==> config.mk <==
export PLATFORM = sky130hd
export DESIGN_NAME = mux_4to1_rr_sched_flat
export DESIGN_NICKNAME = d
export VERILOG_FILES = /design/src/rtl/mux_4to1_rr_sched_if.sv /design/src/rtl/mux_4to1_rr_sched.sv /design/src/flat_wrapper.sv
export SDC_FILE = /design/constraint.sdc
export NUM_CORES = 1
export LEC_CHECK = 0
export CAP_MARGIN = 25
export CORE_MARGIN = 2
export CORE_UTILIZATION = 40
export CTS_CLUSTER_SIZE = 25
export DETAILED_ROUTE_END_ITERATION = 7
export PLACE_DENSITY = 0.7
export SLEW_MARGIN = 20
export SYNTH_ARGS = -nofsm -noshare
export SYNTH_HDL_FRONTEND = slang
export SYNTH_SLANG_ARGS = --single-unit
==> constraint.sdc <==
create_clock -name clk -period 2.3 [get_ports clk]
set_clock_uncertainty 0.05 [all_clocks]
set_input_delay 0.46 -clock clk [delete_from_list [all_inputs] [get_ports clk]]
set_output_delay 0.46 -clock clk [all_outputs]
set_load 0.005 [all_outputs]
==> src/rtl/mux_4to1_rr_sched_if.sv <==
// Handshake/bus bundle for mux_4to1_rr_sched: producer-side valid/ready, mux data/select, downstream valid/ready.
interface mux_4to1_rr_sched_if #(
  parameter int unsigned WIDTH = 4
);
  logic [4*WIDTH-1:0] in_data;
  logic [3:0]         in_valid;
  logic [3:0]         in_ready;
  logic [WIDTH-1:0]   a;
  logic [WIDTH-1:0]   b;
  logic [WIDTH-1:0]   c;
  logic [WIDTH-1:0]   d;
  logic [1:0]         sel;
  logic               o_valid;
  logic               o_ready;

  modport master (
    output in_data, in_valid, o_ready,
    input  in_ready, a, b, c, d, sel, o_valid
  );

  modport slave (
    input  in_data, in_valid, o_ready,
    output in_ready, a, b, c, d, sel, o_valid
  );
endinterface

==> src/rtl/mux_4to1_rr_sched.sv <==
// Sequencer feeding a combinational 4:1 mux: per-channel holding slots, round-robin grant, valid/ready out.
// Define MUX_SCHED_FIXED_PRIO_EN to replace round-robin with fixed priority (channel 0 highest).
module mux_4to1_rr_sched #(
  parameter int unsigned WIDTH = 4
) (
  input logic               clk,
  input logic               rst,
  mux_4to1_rr_sched_if.slave bus
);

  typedef enum logic {IDLE, PRESENT} state_t;

  state_t           state_q, state_d;
  logic [3:0]       full_q, full_d;
  logic [WIDTH-1:0] slot_q [4];
  logic [WIDTH-1:0] slot_d [4];
  logic [1:0]       sel_q, sel_d;
  logic             o_valid_q, o_valid_d;
  logic [3:0]       in_ready;
  logic [3:0]       loads;
  logic [3:0]       clears;
  logic             xfer;
  logic [1:0]       pick_idle;
  logic [1:0]       pick_next;

`ifdef MUX_SCHED_FIXED_PRIO_EN
  function automatic logic [1:0] prio_pick(input logic [3:0] v);
    logic [1:0] idx;
    prio_pick = '0;
    // Scan high to low so the lowest set index is the last one written.
    for (int unsigned k = 4; k >= 1; k--) begin
      idx = 2'(k - 1);
      if (v[idx]) prio_pick = idx;
    end
  endfunction

  always_comb begin
    pick_idle = prio_pick(full_q);
    pick_next = prio_pick(full_d);
  end
`else
  logic [1:0] last_grant_q, last_grant_d;

  function automatic logic [1:0] rr_pick(input logic [3:0] v, input logic [1:0] base);
    logic [1:0] idx;
    rr_pick = base;
    // Scan base+4 down to base+1 so the first set bit after base is the last one written.
    for (int unsigned k = 4; k >= 1; k--) begin
      idx = base + 2'(k);
      if (v[idx]) rr_pick = idx;
    end
  endfunction

  always_comb begin
    pick_idle    = rr_pick(full_q, last_grant_q);
    pick_next    = rr_pick(full_d, sel_q);
    last_grant_d = xfer ? sel_q : last_grant_q;
  end

  always_ff @(posedge clk) begin
    if (rst) last_grant_q <= 2'd3;
    else     last_grant_q <= last_grant_d;
  end
`endif

  always_comb begin
    in_ready = rst ? '0 : ~full_q;
    loads    = bus.in_valid & in_ready;
    xfer     = o_valid_q & bus.o_ready;
    clears   = xfer ? (4'b0001 << sel_q) : '0;
    full_d   = (full_q | loads) & ~clears;
    for (int unsigned i = 0; i < 4; i++) begin
      slot_d[i] = loads[i] ? bus.in_data[i*WIDTH +: WIDTH] : slot_q[i];
    end
  end

  always_comb begin
    state_d   = state_q;
    sel_d     = sel_q;
    o_valid_d = o_valid_q;
    case (state_q)
      IDLE: begin
        o_valid_d = 1'b0;
        if (|full_q) begin
          sel_d     = pick_idle;
          o_valid_d = 1'b1;
          state_d   = PRESENT;
        end
      end
      PRESENT: begin
        o_valid_d = 1'b1;
        if (bus.o_ready) begin
          // Loads landing in the transfer cycle are already in full_d, so they compete here.
          if (|full_d) begin
            sel_d = pick_next;
          end else begin
            o_valid_d = 1'b0;
            state_d   = IDLE;
          end
        end
      end
      default: begin
        state_d   = IDLE;
        o_valid_d = 1'b0;
      end
    endcase
  end

  always_ff @(posedge clk) begin
    if (rst) begin
      state_q   <= IDLE;
      full_q    <= '0;
      slot_q    <= '{default: '0};
      sel_q     <= '0;
      o_valid_q <= 1'b0;
    end else begin
      state_q   <= state_d;
      full_q    <= full_d;
      slot_q    <= slot_d;
      sel_q     <= sel_d;
      o_valid_q <= o_valid_d;
    end
  end

  assign bus.in_ready = in_ready;
  assign bus.a        = slot_q[0];
  assign bus.b        = slot_q[1];
  assign bus.c        = slot_q[2];
  assign bus.d        = slot_q[3];
  assign bus.sel      = sel_q;
  assign bus.o_valid  = o_valid_q;

endmodule
==> src/flat_wrapper.sv <==
// flat-port wrapper written by rule: the top's interface ports become plain ports
module mux_4to1_rr_sched_flat 
#(
  parameter int unsigned WIDTH = 4
)
  (clk, rst, bus_in_data, bus_in_valid, bus_o_ready, bus_in_ready, bus_a, bus_b, bus_c, bus_d, bus_sel, bus_o_valid);
  mux_4to1_rr_sched_if #(.WIDTH(WIDTH)) bus_i ();
  input logic clk;
  input logic rst;
  input wire logic [$bits(bus_i.in_data)-1:0] bus_in_data;
  input wire logic [$bits(bus_i.in_valid)-1:0] bus_in_valid;
  input wire logic [$bits(bus_i.o_ready)-1:0] bus_o_ready;
  output wire logic [$bits(bus_i.in_ready)-1:0] bus_in_ready;
  output wire logic [$bits(bus_i.a)-1:0] bus_a;
  output wire logic [$bits(bus_i.b)-1:0] bus_b;
  output wire logic [$bits(bus_i.c)-1:0] bus_c;
  output wire logic [$bits(bus_i.d)-1:0] bus_d;
  output wire logic [$bits(bus_i.sel)-1:0] bus_sel;
  output wire logic [$bits(bus_i.o_valid)-1:0] bus_o_valid;
  assign bus_i.in_data = bus_in_data;
  assign bus_i.in_valid = bus_in_valid;
  assign bus_i.o_ready = bus_o_ready;
  assign bus_in_ready = bus_i.in_ready;
  assign bus_a = bus_i.a;
  assign bus_b = bus_i.b;
  assign bus_c = bus_i.c;
  assign bus_d = bus_i.d;
  assign bus_sel = bus_i.sel;
  assign bus_o_valid = bus_i.o_valid;
  mux_4to1_rr_sched #(.WIDTH(WIDTH)) u_core (.clk(clk), .rst(rst), .bus(bus_i));
endmodule
Word-level counts from Yosys, hierarchy flattened. Cells that the tools add are included.

Output and inout bits: 23. Bits in registers: 25. Word-level logic and storage cells: 63.

Order comparisons: 6. Reductions and logical operators: 3. Equal/unequal tests: 4. Bitwise logic cells: 7. Shifts and indexed selects: 1. Add/sub/neg operators: 6. Mux-type cells: 28.

Operator list (count): 2-bit by 3-bit < comparator with 1-bit output, second input constant (6); 2-bit two-way mux (9); 1-bit binary-select mux with 2-bit select (6); 1-bit two-way mux (9); 2-bit adder, second input constant (4); 4-bit AND (2); 4-bit two-way mux (2); 4-bit NOT (2); 4-bit OR reduction (2); 2-bit by 1-bit adder with 2-bit output, second input constant (2); 2-bit inequality test, second input constant (2); 4-bit inequality test, second input constant (1); 4-bit OR (1); 2-bit case mux with 2 select lines (1); 4-bit AND reduction (1); 1-bit by 2-bit << shifter with 4-bit output, first input constant (1); 2-bit by 1-bit inequality test with 1-bit output, second input constant (1); 1-bit case mux with 2 select lines (1); 1-bit AND (1); 1-bit NOT (1).

Longest topological paths before layout.
Depth after elaboration: 13. Mapped depth: 8. Gate-level depth less buffers: 8.

Worst setup path before layout. OpenSTA, ideal clock, no wires.

Kind: register -> register. Start point: reg u_core.sel_q[0], in the netlist u_core.bus.sel[0]. End point: reg u_core.sel_q[0], in the netlist u_core.bus.sel[0]. Cell stages (with the launch flop): 9. Arrival: 1.878 ns. Path slack: 0.255 ns. Setup time: 0.117 ns. Clock period less this slack: 2.045 ns. Path buffers: 0. Cell sequence: dfxtp_1 > inv_1 > ha_1 > nand3_1 > o21a_4 > mux4_2 > nor2b_1 > o22ai_1 > a32o_1.

Longest elaborated chain between the ends: 11. Elaborated cells on any way between the ends: 23.

RTL lines: start: declaration (line mux_4to1_rr_sched.sv:17) `logic [1:0] sel_q, sel_d;`; start signal: assignment (line mux_4to1_rr_sched.sv:120) `sel_q <= sel_d;`; 1-bit by 2-bit << shifter with 4-bit output (line mux_4to1_rr_sched.sv:70) `clears = xfer ? (4'b0001 << sel_q) : '0;`; 4-bit two-way mux (line mux_4to1_rr_sched.sv:70); 4-bit NOT (line mux_4to1_rr_sched.sv:71) `full_d = (full_q | loads) & ~clears;`; 4-bit AND (line mux_4to1_rr_sched.sv:71); 1-bit binary-select mux with 2-bit select (line mux_4to1_rr_sched.sv:50) `if (v[idx]) rr_pick = idx;`; 1-bit two-way mux (implied by the code) (line mux_4to1_rr_sched.sv:50); 2-bit two-way mux (2 in a row) (line mux_4to1_rr_sched.sv:50); 2-bit two-way mux (line mux_4to1_rr_sched.sv:94) `if (|full_d) begin`; 2-bit two-way mux (line mux_4to1_rr_sched.sv:92) `if (bus.o_ready) begin`; 2-bit case mux with 2 select lines (line mux_4to1_rr_sched.sv:81) `case (state_q)`.

Several ways; a longest one is shown, not always the timed one. The select of a mux whose other input is x is not followed. A chain may end at the register's enable or synchronous reset.

Worst setup path in the final report.
Start point: in bus_o_ready. End point: reg u_core.sel_q[0], in the netlist u_core.bus.sel[0].

Longest elaborated chain between the ends: 11. Elaborated cells on any way between the ends: 20.

RTL lines: start: declaration (line flat_wrapper.sv:12) `input wire logic [$bits(bus_i.o_ready)-1:0] bus_o_ready;`; 1-bit AND (line mux_4to1_rr_sched.sv:69) `xfer = o_valid_q & bus.o_ready;`; 4-bit two-way mux (line mux_4to1_rr_sched.sv:70); 4-bit NOT (line mux_4to1_rr_sched.sv:71); 4-bit AND (line mux_4to1_rr_sched.sv:71); 1-bit binary-select mux with 2-bit select (line mux_4to1_rr_sched.sv:50); 1-bit two-way mux (implied by the code) (line mux_4to1_rr_sched.sv:50); 2-bit two-way mux (2 in a row) (line mux_4to1_rr_sched.sv:50); 2-bit two-way mux (line mux_4to1_rr_sched.sv:94); 2-bit two-way mux (line mux_4to1_rr_sched.sv:92); 2-bit case mux with 2 select lines (line mux_4to1_rr_sched.sv:81).

Several ways; a longest one is shown, not always the timed one. The select of a mux whose other input is x is not followed.

==> out/summary.txt <==
=================================================================================
Worst-case clock buffer depth                                                   2
Final period utilization                                                   95.11%
Cell Rows                                                                      21
Most common library cell in the layout ignoring fill and taps        sky130_fd_sc_hd__clkdlybuf4s50_1
Setup repair after global routing missed its margin                            no
Clock root buffer                                                    sky130_fd_sc_hd__clkbuf_4
Vias per Instance                                                           5.212
Peak clock frequency supported by timing                                457.1 MHz
Share of cells above drive strength 1                                      14.71%
Number of hold violations in the final report                                   0
Startpoint kind of the worst setup timing path                          input pin
Number of global-route vias before repair                                   1,245
Worst slew pin tran                                                      610.0 ps
CTS tree                                                                     done
Synth Net Count                                                               176
Die extent in y                                                          61.96 um
Crit. End Element                                                        register
Worst IR Drop VDD                                                       0.3137 mV
Largest incremental delay on the critical path                             600 ps
Routed Wire Length                                                       3.530 mm
Critical path's slowest cell                                         sky130_fd_sc_hd__clkdlybuf4s50_1
Static power due to leakage                                          0.0007810 uW
Number of fill cells                                                          306
Number of enable flip-flop cells after synthesis                                0
Share of synthesized registers carrying an async set or reset                  0%
CP arrival                                                                2370 ps
Ant diodes                                                                      0
Number of warnings reported in the yosys synthesis log                          0
Clock latency of the later-clocked register in the worst-skew pair         330 ps
Critical Path RT                                                          2480 ps
Violation count after the first detailed-routing iteration                     41
Largest family of logic cells by synthesized area                    simple AND/OR/NAND/NOR gates
Placeable core region                                                0.003284 mm^2
Total number of clock tree sinks                                               25
NumNets Final                                                                 232
Count of placed standard cells including taps                                 246
Maximum number of pins on one net before global-route repair                   15
Antenna Nets Post-Route                                                         0
GR Overflow Total                                                               0
H-tree lvl count                                                                1
Total GRT Usage                                                            20.61%
Die ar.                                                              0.003839 mm^2
Final sum of negative setup slack                                            0 ps
Register bit total from synthesis                                              25
Count of different cell masters after synthesis                                37
# Max-Cap Violations                                                            0
Die Wd                                                                   61.96 um
Total CTS buffers                                                               3
Fraction of the mapped netlist area in compound gates                      17.88%
PortBufs                                                                       45
Final setup violating endpoints                                                 0
Cells along the critical path                                        clkdlybuf4s50_1, and2_4, a22oi_2, o41ai_1, a31oi_1, o21a_1, a32o_1
Shortest period the worst path allows                                     2188 ps
Category of the most critical setup path                                   in2reg
Adder-cell area share of the yosys netlist                                 3.724%
Number of max-slew violations in the final report                               0
Detailed-route DRC error count                                                  0
Post-route non-filler standard cell count                                     250
Top cell family by delay on the critical path                        compound AO/OA/AOI/OAI gates
Number of antenna violations at the first check in global routing               0
Global placer's final weighted congestion                                  0.8756
Most frequent cells in the layout                                    sky130_fd_sc_hd__clkdlybuf4s50_1, sky130_fd_sc_hd__nor2_1, sky130_fd_sc_hd__dfxtp_1, sky130_fd_sc_hd__mux2i_1, sky130_fd_sc_hd__buf_4
Multiplexer area fraction after synthesis                                  15.27%
Number of vias in the routed layout                                         1,303
Detailed placer's ending HPWL                                            2.767 mm
PD cells                                                             620.7 mW/mm^2
Primary FF master, synth                                             sky130_fd_sc_hd__dfxtp_1
Cell area after technology mapping                                   0.001344 mm^2
Layout overhead on the synthesized area                                    44.88%
Post-synthesis sequential area ratio                                       37.24%
Mapped Avg Cell Area                                                   9.019 um^2
Starting utilization of the core area                                      40.91%
Number of buffers and inverters on the critical path                            1
Worst-case headroom to the max-slew limit                                  58.76%
Fraction of the mapped netlist area in simple logic gates                  20.67%
First-pass GRT wire length                                               5.796 mm
Type of the tightest min-delay check                                      reg2reg
DR WL/cell                                                               14.12 um
Run status                                                           finished clean
Io pins                                                                        46
Register clock-pin slew on the reported worst setup and hold paths         150 ps
Length of the first detailed-routing pass in iterations                         4
Crit Path Max Fanout                                                            7
Area share of xor/xnor cells in the synthesized design                         0%
Syn Inst Count                                                                149
=================================================================================
layout make-up:
class                   instances  area (um^2)  area share, %
clock buffers                   3        22.52          1.157
clock inverters                 1        5.005         0.2571
inverters                       6        22.52          1.157
multi-input cells             110        784.5          40.30
flip-flops and latches         25        500.5          25.71
well taps                      46        57.56          2.956
repair buffers                 59        554.3          28.47
worst reg2reg max path, cell delays in order (launching register included):
cell                        delay [ps]
sky130_fd_sc_hd__dfxtp_1           450
sky130_fd_sc_hd__inv_1             130
sky130_fd_sc_hd__ha_1              230
sky130_fd_sc_hd__a2bb2oi_2         330
sky130_fd_sc_hd__o22ai_1           180
sky130_fd_sc_hd__a31oi_1           310
sky130_fd_sc_hd__o211ai_1          120
sky130_fd_sc_hd__a32o_1            210
synthesized netlist by cell type, types with 3 or more instances:
master                     number  area [um^2]
sky130_fd_sc_hd__clkbuf_1       6        22.52
sky130_fd_sc_hd__nand2_1        9        33.78
sky130_fd_sc_hd__o211ai_1       5        37.54
sky130_fd_sc_hd__nor2_1        26        97.59
sky130_fd_sc_hd__dfxtp_1       25        500.5
sky130_fd_sc_hd__inv_1          6        22.52
sky130_fd_sc_hd__nor2b_1        5        31.28
sky130_fd_sc_hd__ha_1           4        50.05
sky130_fd_sc_hd__mux2i_1       16        160.2
sky130_fd_sc_hd__o21ai_0        4        20.02
sky130_fd_sc_hd__a21oi_1        6        30.03
sky130_fd_sc_hd__nand3_1        3        15.01
final timing paths:
path                startpoint           endpoint  slack [ps]  depth (start not counted)
min            u_core.bus.d[0]    u_core.bus.d[0]         470                          2
max reg2reg  u_core.bus.sel[0]  u_core.bus.sel[0]         190                          7
max                bus_o_ready  u_core.bus.sel[0]         110                          7
min reg2reg    u_core.bus.d[0]    u_core.bus.d[0]         470                          2
per-stage QoR:
step / utilization, % / setup slack, ps / total power (uW) / cell area [um^2] / hold slack (ps)
finish: 59.28 / 112.4 / 1208 / 1947 / 473.3
global route: 59.28 / 8.037 / 1283 / 1947 / 505.7
CTS: 58.93 / 129.7 / 1208 / 1936 / 479.5
detailed placement: 58.13 / -304.3 / 1005 / 1909 / 435.4
global placement: 58.13 / -302.6 / 1006 / 1909 / 423.6
floorplan: - / 254.8 / 789.4 / 1344 / 435.0
logic make-up after synthesis:
logic type | after synthesis
adder cells (fa/ha/maj) | 4
AO/OA/AOI/OAI | 32
AND/OR/NAND/NOR | 56
buffers and inverters | 14
multiplexers | 18
flip-flops | 25
flip-flops by register name (all words and copies together), names as in the netlist:
name and flops:
u_core.bus.a 4, u_core.bus.b 4, u_core.bus.c 4, u_core.bus.d 4
u_core.bus.sel 2, u_core.full_q 4, u_core.last_grant_q 2, u_core.state_q 1
routing by layer:
metal  routed length [um]  up-vias  GRT usage (%)
li1                     -      638              -
met1                 1588      612          26.58
met2                 1690       49          33.63
met3                  221        4          5.383
met4                   30        0          6.383
met5                    0        -              0
repair_timing:
| action | 4_1_cts | 5_1_grt |
|---|---|---|
| gates resized for setup | 1 | 2 |
| setup endpoints to repair | 4 | 1 |
| setup buffers | 0 | 0 |
| hold buffers | 0 | 0 |
| pin swaps | 0 | 0 |
| cloned | 0 | 0 |
where the power goes:
group	internal [uW]	leakage, uW	total [uW]	switching (uW)
clock network	65.3	0.0000177	204	139
registers	474	0.000206	519	44.7
logic	271	0.000557	486	215
(Power assumes the default switching activity.)
